<file path="src/rtl/fp_align_stage_seq.sv">
// Lane-serialising front stage of the FP pipeline: holds one operand vector and emits
// add/sub alignment plus multiply exponent/sign for LANES_PER_CYCLE lanes per beat.
module fp_align_stage_seq #(
  parameter int NUM_LANES       = 16,
  parameter int LANES_PER_CYCLE = 4,
  parameter int EXP_WIDTH       = 8,
  parameter int SIG_WIDTH       = 23,
  parameter int TAG_WIDTH       = 4,
  parameter int SKIP_MASKED     = 1,
  localparam int FW = 1 + EXP_WIDTH + SIG_WIDTH,
  localparam int L  = LANES_PER_CYCLE,
  localparam int G  = NUM_LANES / LANES_PER_CYCLE,
  localparam int GW = (G > 1) ? $clog2(G) : 1,
  localparam int MW = SIG_WIDTH + 1
) (
  input  logic                       clk,
  input  logic                       reset,
  input  logic                       in_valid,
  output logic                       in_ready,
  input  logic [1:0]                 in_op,
  input  logic [NUM_LANES*FW-1:0]    in_operand1,
  input  logic [NUM_LANES*FW-1:0]    in_operand2,
  input  logic [NUM_LANES-1:0]       in_mask,
  input  logic [TAG_WIDTH-1:0]       in_tag,
  output logic                       out_valid,
  input  logic                       out_ready,
  output logic [GW-1:0]              out_group,
  output logic                       out_last,
  output logic [TAG_WIDTH-1:0]       out_tag,
  output logic [L-1:0]               out_mask,
  output logic [L*MW-1:0]            out_sig_le,
  output logic [L*MW-1:0]            out_sig_se,
  output logic [L*6-1:0]             out_align_shift,
  output logic [L*EXP_WIDTH-1:0]     out_add_exponent,
  output logic [L-1:0]               out_logical_subtract,
  output logic [L-1:0]               out_add_sign,
  output logic [L*EXP_WIDTH-1:0]     out_mul_exponent,
  output logic [L-1:0]               out_mul_sign,
  output logic [L-1:0]               out_mul_underflow,
  output logic [L-1:0]               out_is_nan,
  output logic [L-1:0]               out_is_inf
);

  // state | meaning
  // IDLE  | no vector held, in_ready high
  // BUSY  | vector held, a beat is on the output (out_valid high)

  localparam int BIAS  = (1 << (EXP_WIDTH - 1)) - 1;
  localparam int SHMAX = SIG_WIDTH + 4;
  localparam int CW    = EXP_WIDTH + 7;
  localparam int GM1   = G - 1;

  localparam logic [GW-1:0]        LAST_G  = GM1[GW-1:0];
  localparam logic [EXP_WIDTH+1:0] BIAS_X  = BIAS[EXP_WIDTH+1:0];
  localparam logic [CW-1:0]        SHMAX_X = SHMAX[CW-1:0];
  localparam logic [5:0]           SHMAX_6 = SHMAX[5:0];

  typedef enum logic {IDLE, BUSY} state_t;

  typedef struct packed {
    logic [MW-1:0]        sig_le;
    logic [MW-1:0]        sig_se;
    logic [5:0]           shift;
    logic [EXP_WIDTH-1:0] add_exp;
    logic                 lsub;
    logic                 add_sign;
    logic [EXP_WIDTH-1:0] mul_exp;
    logic                 mul_sign;
    logic                 mul_uf;
    logic                 is_nan;
    logic                 is_inf;
  } lane_res_t;

  function automatic lane_res_t lane_calc(input logic [FW-1:0] a, input logic [FW-1:0] b,
                                          input logic [1:0] op);
    lane_res_t            r;
    logic [EXP_WIDTH-1:0] e1, e2, diff;
    logic [SIG_WIDTH-1:0] f1, f2;
    logic [MW-1:0]        m1, m2;
    logic [EXP_WIDTH+1:0] msum;
    logic [CW-1:0]        diff_x;
    logic                 is_sub, is_mul, op1_larger;
    logic                 inf1, inf2, nan1, nan2, zero1, zero2;
    e1 = a[FW-2 -: EXP_WIDTH];
    e2 = b[FW-2 -: EXP_WIDTH];
    f1 = a[SIG_WIDTH-1:0];
    f2 = b[SIG_WIDTH-1:0];
    m1 = {|e1, f1};
    m2 = {|e2, f2};
    is_sub = (op == 2'd1) || (op == 2'd2);
    is_mul = (op == 2'd3);
    inf1  = (&e1) && (f1 == '0);
    inf2  = (&e2) && (f2 == '0);
    nan1  = (&e1) && (f1 != '0);
    nan2  = (&e2) && (f2 != '0);
    zero1 = (e1 == '0) && (f1 == '0);
    zero2 = (e2 == '0) && (f2 == '0);
    // equal magnitudes keep op1 in the larger slot
    op1_larger = (e1 > e2) || ((e1 == e2) && (m1 >= m2));
    r.sig_le   = op1_larger ? m1 : m2;
    r.sig_se   = op1_larger ? m2 : m1;
    r.add_exp  = op1_larger ? e1 : e2;
    r.add_sign = op1_larger ? a[FW-1] : (b[FW-1] ^ is_sub);
    diff       = op1_larger ? (e1 - e2) : (e2 - e1);
    diff_x     = {{7{1'b0}}, diff};
    r.shift    = (diff_x > SHMAX_X) ? SHMAX_6 : diff_x[5:0];
    r.lsub     = a[FW-1] ^ b[FW-1] ^ is_sub;
    // two guard bits: bit EXP_WIDTH is overflow carry, top bit goes negative on underflow
    msum       = {2'b00, e1} + {2'b00, e2} - BIAS_X;
    r.mul_exp  = msum[EXP_WIDTH-1:0];
    r.mul_sign = a[FW-1] ^ b[FW-1];
    r.mul_uf   = msum[EXP_WIDTH+1];
    if (is_mul) begin
      r.is_nan = nan1 || nan2 || (inf1 && zero2) || (inf2 && zero1);
    end else begin
      r.is_nan = nan1 || nan2 || (inf1 && inf2 && r.lsub);
    end
    r.is_inf = !r.is_nan &&
               (inf1 || inf2 || (is_mul && msum[EXP_WIDTH] && !msum[EXP_WIDTH+1]));
    return r;
  endfunction

  // Lowest emitted group at or above start; the last group is always emitted.
  function automatic logic [GW-1:0] find_group(input logic [NUM_LANES-1:0] m, input int start);
    logic [GW-1:0] g_sel;
    g_sel = LAST_G;
    for (int g = G - 1; g >= 0; g--) begin
      if ((g >= start) && ((SKIP_MASKED == 0) || (m[g*L +: L] != '0))) begin
        g_sel = g[GW-1:0];
      end
    end
    return g_sel;
  endfunction

  state_t                  state;
  logic [NUM_LANES*FW-1:0] op1_q, op2_q;
  logic [NUM_LANES-1:0]    mask_q;
  logic [1:0]              op_q;

  logic                    accept, out_fire;
  logic [NUM_LANES*FW-1:0] src_op1, src_op2;
  logic [NUM_LANES-1:0]    src_mask;
  logic [1:0]              src_op;
  logic [GW-1:0]           nxt_group;
  logic [L-1:0]            nxt_mask;
  lane_res_t               nxt_lane [L];

  assign out_fire = out_valid && out_ready;
  assign in_ready = (state == IDLE) || (out_fire && out_last);
  assign accept   = in_valid && in_ready;

  // On accept the first beat is built straight from the inputs to keep latency at one cycle.
  always_comb begin
    src_op1   = accept ? in_operand1 : op1_q;
    src_op2   = accept ? in_operand2 : op2_q;
    src_mask  = accept ? in_mask : mask_q;
    src_op    = accept ? in_op : op_q;
    nxt_group = accept ? find_group(in_mask, 0) : find_group(mask_q, int'(out_group) + 1);
    nxt_mask  = src_mask[int'(nxt_group)*L +: L];
    for (int l = 0; l < L; l++) begin
      nxt_lane[l] = lane_calc(src_op1[(int'(nxt_group)*L + l)*FW +: FW],
                              src_op2[(int'(nxt_group)*L + l)*FW +: FW], src_op);
    end
  end

  always_ff @(posedge clk or posedge reset) begin
    if (reset) begin
      state                <= IDLE;
      op1_q                <= '0;
      op2_q                <= '0;
      mask_q               <= '0;
      op_q                 <= '0;
      out_valid            <= 1'b0;
      out_group            <= '0;
      out_last             <= 1'b0;
      out_tag              <= '0;
      out_mask             <= '0;
      out_sig_le           <= '0;
      out_sig_se           <= '0;
      out_align_shift      <= '0;
      out_add_exponent     <= '0;
      out_logical_subtract <= '0;
      out_add_sign         <= '0;
      out_mul_exponent     <= '0;
      out_mul_sign         <= '0;
      out_mul_underflow    <= '0;
      out_is_nan           <= '0;
      out_is_inf           <= '0;
    end else begin
      if (accept) begin
        state   <= BUSY;
        op1_q   <= in_operand1;
        op2_q   <= in_operand2;
        mask_q  <= in_mask;
        op_q    <= in_op;
        out_tag <= in_tag;
      end else if (out_fire && out_last) begin
        state <= IDLE;
      end

      if (accept || (out_fire && !out_last)) begin
        out_valid <= 1'b1;
        out_group <= nxt_group;
        out_last  <= (nxt_group == LAST_G);
        out_mask  <= nxt_mask;
        for (int l = 0; l < L; l++) begin
          out_sig_le[l*MW +: MW]                  <= nxt_lane[l].sig_le;
          out_sig_se[l*MW +: MW]                  <= nxt_lane[l].sig_se;
          out_align_shift[l*6 +: 6]               <= nxt_lane[l].shift;
          out_add_exponent[l*EXP_WIDTH +: EXP_WIDTH] <= nxt_lane[l].add_exp;
          out_logical_subtract[l]                 <= nxt_lane[l].lsub;
          out_add_sign[l]                         <= nxt_lane[l].add_sign;
          out_mul_exponent[l*EXP_WIDTH +: EXP_WIDTH] <= nxt_lane[l].mul_exp;
          out_mul_sign[l]                         <= nxt_lane[l].mul_sign;
          out_mul_underflow[l]                    <= nxt_lane[l].mul_uf;
          out_is_nan[l]                           <= nxt_lane[l].is_nan;
          out_is_inf[l]                           <= nxt_lane[l].is_inf;
        end
      end else if (out_fire) begin
        out_valid <= 1'b0;
        out_last  <= 1'b0;
      end
    end
  end

endmodule

</file>
<file path="config.mk">
export PLATFORM = sky130hd
export DESIGN_NAME = fp_align_stage_seq
export DESIGN_NICKNAME = d
export VERILOG_FILES = /design/src/rtl/fp_align_stage_seq.sv
export SDC_FILE = /design/constraint.sdc
export NUM_CORES = 2
export LEC_CHECK = 0
export ABC_CLOCK_PERIOD_IN_PS = 40600
export BUFFER_PORTS_ARGS = -buffer_cell sky130_fd_sc_hd__buf_2
export CORE_AREA = 8 8 522 524
export DETAILED_ROUTE_END_ITERATION = 8
export DIE_AREA = 0 0 530 532
export REMOVE_ABC_BUFFERS = 1
export SYNTH_ARGS = -nofsm -noshare
export SYNTH_HDL_FRONTEND = slang
export SYNTH_SLANG_ARGS = --single-unit
</file>
<file path="constraint.sdc">
create_clock -name clk -period 40.6 [get_ports clk]
set_input_delay 4.06 -clock clk [delete_from_list [all_inputs] [get_ports clk]]
set_output_delay 4.06 -clock clk [all_outputs]
set_load 0.01 [all_outputs]
</file>
# After elaboration in Yosys (flattened, before gate mapping)
# Cells that the tools add are included.
# word_totals
ff_bits	1359
# op_classes
n_addsub	20
order_cmp	15
n_eq_ne	8
n_shift	9
muxes	44
bitwise_logic	13
reduce_logical	151
# ops
operator	count
512-bit by 11-bit indexed part select with 32-bit output	3
512-bit by 32-bit indexed part select with 32-bit output	3
512-bit two-way mux	2
512-bit by 10-bit indexed part select with 32-bit output	2
24-bit two-way mux	8
23-bit logical NOT	8
23-bit nonzero test	8
24-bit greater-or-equal comparator	4
8-bit logical NOT	8
8-bit two-way mux	8
8-bit AND reduction	8
8-bit OR reduction	8
8-bit subtractor	8
1-bit logical AND	63
9-bit by 7-bit subtractor with 10-bit output (second input constant)	4
8-bit by 8-bit adder with 9-bit output	4
8-bit equality test	4
8-bit by 5-bit > comparator with 1-bit output (second input constant)	4
8-bit > comparator	4
1-bit logical OR	31
6-bit two-way mux	4
4-bit nonzero test	6
16-bit two-way mux	1
16-bit by 5-bit indexed part select with 4-bit output	1
13 further kinds	56

# Logic depth before layout (Yosys ltp)
# logic_depth
depth_word	17
depth_mapped	30
depth_no_buf	22

# Worst setup path before layout
# Ideal clock, no wire load.
# synth_timing
kind	input to register
from	in in_valid
to	reg out_align_shift[7]
setup_time_ns	0.126
t_arrival_ns	9.441
t_required_ns	40.474
slack_ns	31.033
stages	25
n_path_buf	7
path_cell_list	and4_1 nor2b_1 buf_6 buf_6 buf_6 buf_4 buf_2 buf_1 nand2_1 a21oi_1 a21oi_1 o21ai_0 ha_1 inv_1 or4_1 nor3_1 o211ai_1 a211o_1 a21o_1 o211ai_1 clkbuf_1 mux2i_1 xnor2_1 nand4_1 o32a_1
# synth_via
elab_chain_cells	11
word_cells_on_any_way	20
cone_classes	add/sub: 3; order compare: 3; eq/ne: 1; shift: 2; mux: 5; reduce/logical: 6
# synth_lines
item	line_no	text
start, declared	18	input logic in_valid,
1-bit logical AND (*)	150	assign accept = in_valid && in_ready;
2-bit two-way mux	158	nxt_group = accept ? find_group(in_mask, 0) : find_group(mask_q, int'(out_group) + 1);
4-bit by 1-bit adder with 5-bit output	161, 162	
512-bit by 32-bit indexed part select with 32-bit output or 512-bit by 11-bit indexed part select with 32-bit output (tied branches)	161, 162	
8-bit OR reduction, on equally long branches	88, 89	
24-bit greater-or-equal comparator	99	op1_larger = (e1 > e2) || ((e1 == e2) && (m1 >= m2));
1-bit logical AND	99	
1-bit logical OR	99	
8-bit two-way mux	104	diff = op1_larger ? (e1 - e2) : (e2 - e1);
8-bit by 5-bit > comparator with 1-bit output	106	r.shift = (diff_x > SHMAX_X) ? SHMAX_6 : diff_x[5:0];
6-bit two-way mux	106	
end signal, assigned by index	209	out_align_shift[l*6 +: 6] <= nxt_lane[l].shift;
end, declared	33	output logic [L*6-1:0] out_align_shift,
# Mark *: on every way between the ends. The rest lies on a longest branch, timed or not.
# A chain may end at the register's enable or synchronous reset.

# Worst setup path in the final report
# Ends and elaborated chain as after synthesis.

==> metrics <==
Period Utilization, post-route 33.3%; DRT iter0 DRCs 3737; Worst setup EP type register; initial core utilization 26.5%; commonest non-fill, non-tap cell in the layout buf_2; Synth area leaders dfrtp_1 (49%), mux2i_1 (19%), nand2_1 (6.0%), inv_1 (5.4%), ha_1 (3.9%); RR Endpoint out_align_shift[7]$_DFFE_PP0P_; Seq/Total Area, Yosys 48.6%; final WL 282000 µm; htree depth 4; Fin. Hold Viols 0; Ports 1367; Worst-Margin Slew 1290 ps; GP Congestion 0.898; synth warn 0; vias in the first global route 57604; gr usage total 19.1%; RSZ-0062 raised after global routing false; drc violations 0; GRT overflow 0; top-area cell type share of the netlist area 48.6%; CP max FO 136; Placed Cells 11613; Slew HR 13.0%; Critical Path Source Type primary input; synthesized area per cell 10.0 µm²; skew final 86.0 ps; Die X 530 µm; dominant synthesized flop cell dfrtp_1; hpwl dp 222000 µm; Clock Path Buffers 4; initial antenna violation count 113; final setup vio count 0; crit path DAT 14180 ps; CP required 41280 ps; Storage cell area 0.0340 mm²; die area 0.282 mm²; IO buf count 1366; Clk pin slew, worst setup/hold paths 60 ps; area of the multi-input gates 0.0305 mm²; row cnt 189; DR vias 55311; Placeable Area 0.264 mm²; largest net degree at the start of global routing 164; ANT nets after route 0; Syn Std Cell Area 0.0699 mm²; layout cell share with drive strength beyond 1 23.3%; max-slew violations 0; WS Path Type primary input to register; CTS buffer count 169; Clock Latency Late Sink 840 ps; FF-to-FF setup slack 30040 ps; fin nets 9530; fmax 74.0 MHz; Avg WL per Cell 23.6 µm; register bit total from synthesis 1359; area grow syn2layout 23.3%; Max Cap Viol 0; status completed; root buffer cell clkbuf_16; Worst Hold End op2_q[190]$_DFF_PP0_; most frequent cells in the layout buf_2 (1366), dfrtp_1 (1359), mux2i_1 (1295); RR Startpoint out_last$_DFFE_PP0P_; CTS tree done; Initial DRT Pass Iterations 6; Non-Filler Instances 11961; total setup buffers inserted after CTS 0; CTS Hold Bufs 0; mean number of vias per cell 4.62; Die Span Y 532 µm; area leader, netlist dfrtp_1; Setup TNS 0 ps; first-pass GRT wire length 401000 µm; Hold Path Origin op2_q[190]$_DFF_PP0_; Post-synth EDFFs 0; Fillers 27127; CTS-repair resized insts 0; clk sinks 1359; R2R depth 27; hold path depth 2; worst min path class register to register; Period minus WS final 13510 ps; Mapped Cells 6986; number of distinct library cells after synthesis 63; Synth async-reset ratio 100%
flip-flops by register name (all words and copies together), names as in the netlist, 2 cells and up:
signal                count
mask_q                   16
out_sig_se               96
op2_q                   512
out_mask                  4
out_logical_subtract      4
out_align_shift          24
out_is_inf                4
out_sig_le               96
out_mul_exponent         32
out_mul_underflow         4
op_q                      2
out_add_sign              4
out_group                 2
out_tag                   4
out_mul_sign              4
out_is_nan                4
op1_q                   512
out_add_exponent         32
cells by family (layout without fill, tap and decap cells):
| logic type | after synthesis | count (layout) | share of synthesized area, % |
|---|---|---|---|
| AO/OA/AOI/OAI | 917 | 917 | 7.49 |
| XOR/XNOR | 56 | 56 | 0.701 |
| adder cells (fa/ha/maj) | 229 | 229 | 4.23 |
| buffers and inverters | 1376 | 2765 | 7.93 |
| flip-flops | 1359 | 1359 | 48.6 |
| multiplexers | 1499 | 1499 | 21.8 |
| other | 0 | 53 | 0 |
| AND/OR/NAND/NOR | 1550 | 1550 | 9.21 |
critical path: stages:
cell and delay (ps):
buf_2 120, nand2b_1 190, nor2b_4 760, buf_4 680
buf_4 670, buf_12 590, buf_4 880, buf_12 580
buf_4 710, nand2_1 150, a21oi_1 170, a21oi_1 70
o21ai_1 190, buf_4 200, inv_1 70, ha_1 350
inv_1 100, or4_1 530, nor3_1 170, o211ai_1 140
a211o_1 290, a21o_1 150, o211ai_1 110, buf_4 470
mux2i_1 280, xnor2_1 140, nand4_1 230, o32a_1 440
per-layer routing:
layer / GRT usage, % / routed length [µm] / vias to the layer above / share of wire [%]
met3: 6.04 / 22900 / 527 / 8.1
met4: 7.64 / 13000 / 96 / 4.6
li1: - / - / 25663 / -
met5: 0 / 631 / - / 0.22
met2: 32.5 / 135000 / 1944 / 48
met1: 22.3 / 111000 / 27081 / 39
worst max path at each step:
stage	startpoint	endpoint	slack [ps]	cells after the start
2_1_floorplan	in_valid	out_align_shift[1]$_DFFE_PP0P_	-86370	17
3_3_place_gp	in_valid	out_align_shift[7]$_DFFE_PP0P_	26600	28
3_5_place_dp	in_valid	out_align_shift[7]$_DFFE_PP0P_	26430	28
4_1_cts	in_valid	out_align_shift[7]$_DFFE_PP0P_	27320	28
5_1_grt	in_valid	out_align_shift[7]$_DFFE_PP0P_	26660	28
6_report	in_valid	out_align_shift[7]$_DFFE_PP0P_	27090	28
Yosys cell counts, types with 3 or more instances:
cell	n
nand3_1	88
a21o_1	63
o21bai_1	21
nand2_1	1112
a211oi_1	6
nor2_1	159
buf_4	44
nor2b_1	25
clkbuf_1	149
and2_1	7
or4_1	19
a221oi_1	4
buf_2	114
a21oi_1	223
or3_1	3
o21a_1	6
o31ai_1	4
buf_1	49
xor2_1	14
nor4_1	47
o22a_1	7
nand4_1	44
nand2b_1	12
xnor2_1	42
nor3_1	20
o31a_1	4
inv_1	1010
a31oi_1	24
mux2_2	201
o211ai_1	61
a311oi_1	14
o22ai_1	4
and4_1	8
o21ai_0	446
o32a_1	6
mux2i_1	1296
dfrtp_1	1359
buf_6	9
o21ai_1	7
ha_1	217
fa_1	12
final cells by class:
class,count,area share (%)
Antenna cell,53,0.154
Multi-Input combinational cell,4251,35.4
Tap cell,3533,5.12
Clock inverter,56,0.959
Inverter,1010,4.40
Timing Repair Buffer,1460,8.83
Sequential cell,1359,39.4
Clock buffer,239,5.72
per-stage QoR:
stage	worst slack [ps]	hold WS (ps)	utilization (%)	area, µm²
after detailed placement	26430	454	30.5	80400
after floorplan	-86370	436	-	68200
after global placement	26600	450	30.5	80400
after CTS	27320	468	32.6	86100
final	27090	467	32.7	86300
after global routing	26660	486	32.7	86200
Power is not shown: default switching activity piles up to over one toggle a cycle in this logic, so the estimate is an artifact.
